[src/rtl/mem_access_ctrl_pkg.sv]
// Purpose : shared size codes, FSM state encoding and alignment helper for the
//           data-memory access controller and its lane aligner.
// Latency : n/a (declarations only).
// Backpr. : n/a.
// Also provides the WIDTH macro used by the datapath (32-bit, 4 byte lanes).

`ifndef WIDTH
`define WIDTH 32
`endif

package mem_access_ctrl_pkg;

  localparam logic [1:0] SZ_BYTE = 2'b00;
  localparam logic [1:0] SZ_HALF = 2'b01;
  localparam logic [1:0] SZ_WORD = 2'b10;

  typedef enum logic [2:0] {
    ST_IDLE   = 3'd0,
    ST_RD     = 3'd1,
    ST_RMW_RD = 3'd2,
    ST_WR     = 3'd3,
    ST_DONE   = 3'd4
  } state_t;

  // True when the low address bits break natural alignment for the size.
  function automatic logic is_misaligned(input logic [1:0] size,
                                         input logic [1:0] addr_lo);
    return ((size == SZ_HALF) && addr_lo[0]) ||
           ((size == SZ_WORD) && (addr_lo != 2'b00));
  endfunction

endpackage

[src/rtl/mem_lane_align.sv]
// Purpose : combinational lane logic; extracts and sign/zero-extends load data
//           from a memory word, and merges store data into a read word.
// Latency : 0 cycles (pure combinational).
// Backpr. : none; outputs follow inputs.
// Ports   : addr_lo/size/is_signed select the lanes; rd_word is the memory word,
//           st_data the right-aligned store data; ld_data/mrg_word are results.

module mem_lane_align
  import mem_access_ctrl_pkg::*;
(
  input  logic [1:0]        addr_lo,
  input  logic [1:0]        size,
  input  logic              is_signed,
  input  logic [`WIDTH-1:0] rd_word,
  input  logic [`WIDTH-1:0] st_data,
  output logic [`WIDTH-1:0] ld_data,
  output logic [`WIDTH-1:0] mrg_word
);

  logic [7:0]  byte_sel;
  logic [15:0] half_sel;

  // Half accesses ignore addr_lo[0]: lanes {2*a1+1, 2*a1}.
  assign byte_sel = rd_word[{addr_lo, 3'b000} +: 8];
  assign half_sel = rd_word[{addr_lo[1], 4'b0000} +: 16];

  always_comb begin
    ld_data  = rd_word;
    mrg_word = st_data;
    case (size)
      SZ_BYTE: begin
        ld_data  = {{(`WIDTH-8){is_signed & byte_sel[7]}}, byte_sel};
        mrg_word = rd_word;
        mrg_word[{addr_lo, 3'b000} +: 8] = st_data[7:0];
      end
      SZ_HALF: begin
        ld_data  = {{(`WIDTH-16){is_signed & half_sel[15]}}, half_sel};
        mrg_word = rd_word;
        mrg_word[{addr_lo[1], 4'b0000} +: 16] = st_data[15:0];
      end
      default: begin
        ld_data  = rd_word;
        mrg_word = st_data;
      end
    endcase
  end

endmodule

[src/rtl/mem_access_ctrl.sv]
// Purpose : initiator-side load/store controller for a word-wide little-endian
//           memory; sub-word stores use read-modify-write.
// Latency : accept->ack 2 cycles (load, word store), 3 cycles (sub-word store).
// Backpr. : one request at a time; req is ignored while busy, nothing queues.
// Ports   : req/req_* request in; busy/ack/rdata/err status out;
//           MemRd/MemWr/Addr/W_data/R_data memory port (R_data combinational).
// Option  : MISALIGN_TRAP_EN -- misaligned half/word accesses complete at once
//           with ack+err and no memory strobe; otherwise they are aligned down.

module mem_access_ctrl
  import mem_access_ctrl_pkg::*;
#(
  parameter int DATA_W = `WIDTH,
  parameter int ADDR_W = 32
) (
  input  logic              clk,
  input  logic              rst,
  input  logic              req,
  input  logic              req_we,
  input  logic [1:0]        req_size,
  input  logic              req_signed,
  input  logic [ADDR_W-1:0] req_addr,
  input  logic [DATA_W-1:0] req_wdata,
  output logic              busy,
  output logic              ack,
  output logic [DATA_W-1:0] rdata,
  output logic              err,
  output logic              MemRd,
  output logic              MemWr,
  output logic [ADDR_W-1:0] Addr,
  output logic [DATA_W-1:0] W_data,
  input  logic [DATA_W-1:0] R_data
);

  state_t            state, state_nx;
  logic [ADDR_W-1:0] addr_q;
  logic [1:0]        size_q;
  logic              sgn_q;
  logic [DATA_W-1:0] wdata_q;
  logic [DATA_W-1:0] merge_q;
  logic [DATA_W-1:0] rdata_q;
  logic [1:0]        size_n;
  logic              trap_hit;
  logic [DATA_W-1:0] ld_data;
  logic [DATA_W-1:0] mrg_word;

  // Size code 11 behaves exactly like a word access.
  assign size_n = (req_size == 2'b11) ? SZ_WORD : req_size;

`ifdef MISALIGN_TRAP_EN
  logic err_q;
  assign trap_hit = is_misaligned(size_n, req_addr[1:0]);
  assign err      = (state == ST_DONE) && err_q;
`else
  assign trap_hit = 1'b0;
  assign err      = 1'b0;
`endif

  mem_lane_align u_align (
    .addr_lo   (addr_q[1:0]),
    .size      (size_q),
    .is_signed (sgn_q),
    .rd_word   (R_data),
    .st_data   (wdata_q),
    .ld_data   (ld_data),
    .mrg_word  (mrg_word)
  );

  always_ff @(posedge clk) begin
    if (rst) begin
      state   <= ST_IDLE;
      addr_q  <= '0;
      size_q  <= SZ_BYTE;
      sgn_q   <= 1'b0;
      wdata_q <= '0;
      merge_q <= '0;
      rdata_q <= '0;
`ifdef MISALIGN_TRAP_EN
      err_q   <= 1'b0;
`endif
    end else begin
      state <= state_nx;
      if ((state == ST_IDLE) && req) begin
        addr_q  <= req_addr;
        size_q  <= size_n;
        sgn_q   <= req_signed;
        wdata_q <= req_wdata;
`ifdef MISALIGN_TRAP_EN
        err_q   <= trap_hit;
`endif
      end
      if (state == ST_RD)     rdata_q <= ld_data;
      if (state == ST_RMW_RD) merge_q <= mrg_word;
    end
  end

  always_comb begin
    state_nx = state;
    case (state)
      ST_IDLE: begin
        if (req) begin
          if (trap_hit)              state_nx = ST_DONE;
          else if (!req_we)          state_nx = ST_RD;
          else if (size_n == SZ_WORD) state_nx = ST_WR;
          else                       state_nx = ST_RMW_RD;
        end
      end
      ST_RD:     state_nx = ST_DONE;
      ST_RMW_RD: state_nx = ST_WR;
      ST_WR:     state_nx = ST_DONE;
      ST_DONE:   state_nx = ST_IDLE;
      default:   state_nx = ST_IDLE;
    endcase
  end

  // Strobes decode straight from state so a reset edge drops them next cycle.
  assign MemRd  = (state == ST_RD) || (state == ST_RMW_RD);
  assign MemWr  = (state == ST_WR);
  assign busy   = (state == ST_RD) || (state == ST_RMW_RD) || (state == ST_WR);
  assign ack    = (state == ST_DONE);
  assign Addr   = {addr_q[ADDR_W-1:2], 2'b00};
  assign W_data = !MemWr ? '0 : ((size_q == SZ_WORD) ? wdata_q : merge_q);
  assign rdata  = rdata_q;

endmodule

[config.mk]
export PLATFORM = sky130hd
export DESIGN_NAME = mem_access_ctrl
export DESIGN_NICKNAME = d
export VERILOG_FILES = /design/src/rtl/mem_access_ctrl_pkg.sv /design/src/rtl/mem_lane_align.sv /design/src/rtl/mem_access_ctrl.sv
export SDC_FILE = /design/constraint.sdc
export NUM_CORES = 1
export LEC_CHECK = 0
export CAP_MARGIN = 20
export CORE_ASPECT_RATIO = 1.1
export CORE_MARGIN = 3
export CORE_UTILIZATION = 52
export CTS_CLUSTER_DIAMETER = 30
export CTS_CLUSTER_SIZE = 10
export DETAILED_ROUTE_END_ITERATION = 12
export MAX_ROUTING_LAYER = met4
export PLACE_DENSITY = 0.93
export SLEW_MARGIN = 20
export SYNTH_ARGS = -nofsm -noshare
export SYNTH_HDL_FRONTEND = slang
export SYNTH_SLANG_ARGS = --single-unit
[constraint.sdc]
create_clock -name clk -period 4.8 [get_ports clk]
set_input_delay 0.72 -clock clk [delete_from_list [all_inputs] [get_ports clk]]
set_output_delay 0.72 -clock clk [all_outputs]
set_load 0.03 [all_outputs]
==> impl_summary.log <==
INFO  metric fmax = 0.288 GHz
INFO  metric worstPathCellList = buf_4 > nand2b_1 > buf_4 > nand2_1 > a21oi_1 > clkdlybuf4s50_1
INFO  metric postLayoutCellArea = 9480 um^2
INFO  metric layout_common_cells = 254 x sky130_fd_sc_hd__nand2_1, 199 x sky130_fd_sc_hd__clkdlybuf4s50_1, 133 x sky130_fd_sc_hd__dfxtp_1, 120 x sky130_fd_sc_hd__a21oi_1, 70 x sky130_fd_sc_hd__nor2_1
INFO  metric rsz0062_at_grt = no
INFO  metric die_area = roughly 15000 um^2
INFO  metric worst_r2r_startpoint = addr_q[0]
INFO  metric category_of_cells_accounting_for_the_largest_share_of_critical_path_delay = buffers and inverters
INFO  metric detailed_place_hpwl = between 15 and 20 mm
INFO  metric drt.antenna.violating_nets = 0
INFO  metric maxCapViolCount = 0
INFO  metric cp_data_required_time = 4080 ps
INFO  metric static-leakage-power = 0.00322 uW
INFO  metric synth-edff-count = 0
INFO  metric num-nets-final = 1169
INFO  metric clock-skew-final = roughly 11 ps
INFO  metric grt_pass1_vias = 7161
INFO  metric postSynthAreaPerCell = approximately 7.5 um^2
INFO  metric cts_tree = built
INFO  metric placedInstanceArea = 8770 um^2
INFO  metric final.fill_count = 980
INFO  metric share_of_the_yosys_chip_area_belonging_to_registers = 0.380
INFO  metric crit_type = reg2out
INFO  metric cts_max_level = 4
INFO  metric report.final.hold_viol_count = 0
INFO  metric layout-drive-gt1-share = 0.0671
INFO  metric worstPathBufferInverterCount = 3
INFO  metric synthesis.instances = 940
INFO  metric hold_path_startpoint = addr_q[6]
INFO  metric timing.final.crit_share = 0.723
INFO  metric setup_viol_count_final = 0
INFO  metric port_buffers = 200
INFO  metric cts_max_path_buffers = 2
INFO  metric routabilityCongestion = 0.955
INFO  metric dominantRegCellSynth = sky130_fd_sc_hd__dfxtp_1
INFO  metric boundaryPins = 204
INFO  metric initial_core_util = 0.532
INFO  metric route.final.wire_length = 23.2 mm
INFO  metric drc = 0
INFO  metric path_common_cell = sky130_fd_sc_hd__buf_4
INFO  metric post_synth_num_cell_types = 48
INFO  metric hold_buffers = 0
INFO  metric synth_area_leader_cell = sky130_fd_sc_hd__dfxtp_1
INFO  metric clk_transition_reported_paths = 60 ps
INFO  metric numCtsBuffers = 17
INFO  metric cts-resized-gates = 0
INFO  metric netlist_top_cells_area = sky130_fd_sc_hd__dfxtp_1 38%, sky130_fd_sc_hd__nand2_1 13%, sky130_fd_sc_hd__a21oi_1 8.5%
INFO  metric layout.core_utilization = 0.714
INFO  metric power_per_cell_area = 374 nW/um^2
INFO  metric outcome = finished, final reports clean
INFO  metric min-delay-path-class = reg2reg
INFO  metric power.share.combinational = 0.201
INFO  metric grt.total_usage = 0.317
INFO  metric antenna_violations_before_repair = 0
INFO  metric route.detailed.vias_per_inst = 5.98
INFO  metric antennaDiodeCount = 0
INFO  metric fp-row-count = 44
INFO  metric pin_count_of_the_biggest_net_entering_global_routing = 106
INFO  metric area.growth.synth_to_final = 34.1%
INFO  metric cpPeakStageDelay = 730 ps
INFO  metric setup.worst_path.end_class = output port
INFO  metric critPathSlowestCell = sky130_fd_sc_hd__dfxtp_2
INFO  metric placeableCoreArea = between 10000 and 15000 um^2
INFO  metric grt_first_pass_wirelength = 36.1 mm
INFO  metric worst_slew_margin_rel = 0.431
INFO  metric timing_max_transition_violations_final = 0
INFO  metric ys.warnings.count = 0
INFO  metric drt_first_pass_iters = 7
INFO  metric synth-seq-cells = around 130
INFO  metric finalSetupTns = 0 ps
INFO  metric clock_sink_count = 134
INFO  metric cts-root-buf = sky130_fd_sc_hd__clkbuf_16
INFO  metric cp-startpoint = size_q[1]
INFO  metric dr.first_iter.drc_count = between 800 and 900
INFO  metric critical_path_fanouts_max = 34
INFO  metric fin_crit = 3470 ps
INFO  metric worst_ep_arrival_time = between 2000 and 3000 ps
INFO  metric ir_drop = 0.000243 V
INFO  metric switching_share = 0.283
INFO  metric dieHeight = 128 um
INFO  metric vias = 7518
INFO  metric total_switching_power = 1000 uW
INFO  metric clock_insertion_delay_worst_skew = 430 ps
INFO  metric synthesis.area = about 7000 um^2
INFO  metric post_drt_wl_per_cell = 18.5 um
INFO  metric synth-async-reset-ratio = 0
INFO  metric synth_largest_type_area_fraction = 0.380
INFO  metric globalRouteOverflowTotal = 0
INFO  metric seqPwrFrac = 0.363
INFO  metric mostFrequentLayoutCell = sky130_fd_sc_hd__nand2_1
INFO  metric internal_power = 2550 uW
INFO  metric p_clk_frac = 0.436
INFO  metric dieWidth = around 120 um
INFO  metric worst_slew_pin_slew = 853 ps
INFO  metric start_kind = flip-flop
INFO  metric setup_buffers_after_cts = 0
-- metrics by stage --
| stage | cells | hold WS [ps] | setup slack (ps) | power, uW |
|---|---|---|---|---|
| finish | 1257 | 452 | 1330 | 3550 |
| global route | 1257 | 470 | 1190 | 3670 |
| CTS | 1257 | 453 | 1340 | 3550 |
| detailed placement | 1226 | 446 | 1820 | 2000 |
| global placement | 1226 | 440 | 1810 | 1990 |
| floorplan | 942 | 437 | 2480 | 1750 |
-- cell usage after synthesis, drive strengths merged, types with 2 or more instances --
master / instances
buf: 68
o22ai: 10
dfxtp: 134
o21bai: 2
nand2: 254
ha: 5
o21ai: 23
or3b: 2
and2: 2
a211oi: 35
nand2b: 4
a22o: 10
o211ai: 9
a221oi: 15
a32o: 8
nand3: 15
clkbuf: 45
a311oi: 15
nor4: 2
nor3b: 11
nor2: 70
mux2i: 18
nand3b: 2
nor2b: 14
nor3: 18
a21oi: 121
inv: 13
a22oi: 6
-- path summary, 6_finish.rpt --
kind                endpoint  slack (ps)  cells past startpoint
setup / recovery   W_data[7]        1330                      6
hold / removal     addr_q[6]         450                      2
setup reg to reg  merge_q[3]        1870                      6
hold reg to reg    addr_q[6]         450                      2
-- tightest hold or removal path: stages (launching register included) --
cell and delay, ps:
sky130_fd_sc_hd__dfxtp_1 310, sky130_fd_sc_hd__nand2_1 50, sky130_fd_sc_hd__a21oi_1 50
-- power groups by stage --
stage	sequential, uW	clock [uW]	combinational, uW
3_3_place_gp	1300	0	685
3_5_place_dp	1310	0	698
4_1_cts	1280	1560	707
6_report	1290	1550	713
2_1_floorplan	1320	0	437
5_1_grt	1290	1610	767
-- kinds of logic (layout without fill, tap and decap cells) --
logic type	after synthesis	after routing	synth area share
buffers and inverters	126	257	0.0978
AO/OA/AOI/OAI	257	257	0.244
multiplexers	18	18	0.0260
adder cells (fa/ha/maj)	5	5	0.00886
flip-flops	134	134	0.380
AND/OR/NAND/NOR	399	399	0.243
other	1	3	0.000531
-- flip-flops by register name, summed over array words and instances (netlist names) --
register	count
addr_q	32
merge_q	32
rdata	32
wdata_q	32
state	3
size_q	2
sgn_q	1
-- layer usage --
layer | GRT usage | vias to the layer above | routed length (um)
met5 | - | - | 0
met4 | 0.178 | 0 | 1290
met3 | 0.0840 | 106 | 2510
met2 | 0.484 | 473 | 10800
met1 | 0.377 | 3476 | 8620
li1 | - | 3463 | -
-- area by class of cell --
type	count	area [um^2]	share of cell area
timing repair buffer	213	2100	0.222
clock inverter	12	248	0.0261
multi-input combinational	682	3710	0.392
sequential	134	2680	0.283
tap	184	230	0.0243
clock buffer	19	453	0.0478
inverter	13	48.8	0.00515
No activity file was read; power rests on OpenSTA's default activity.
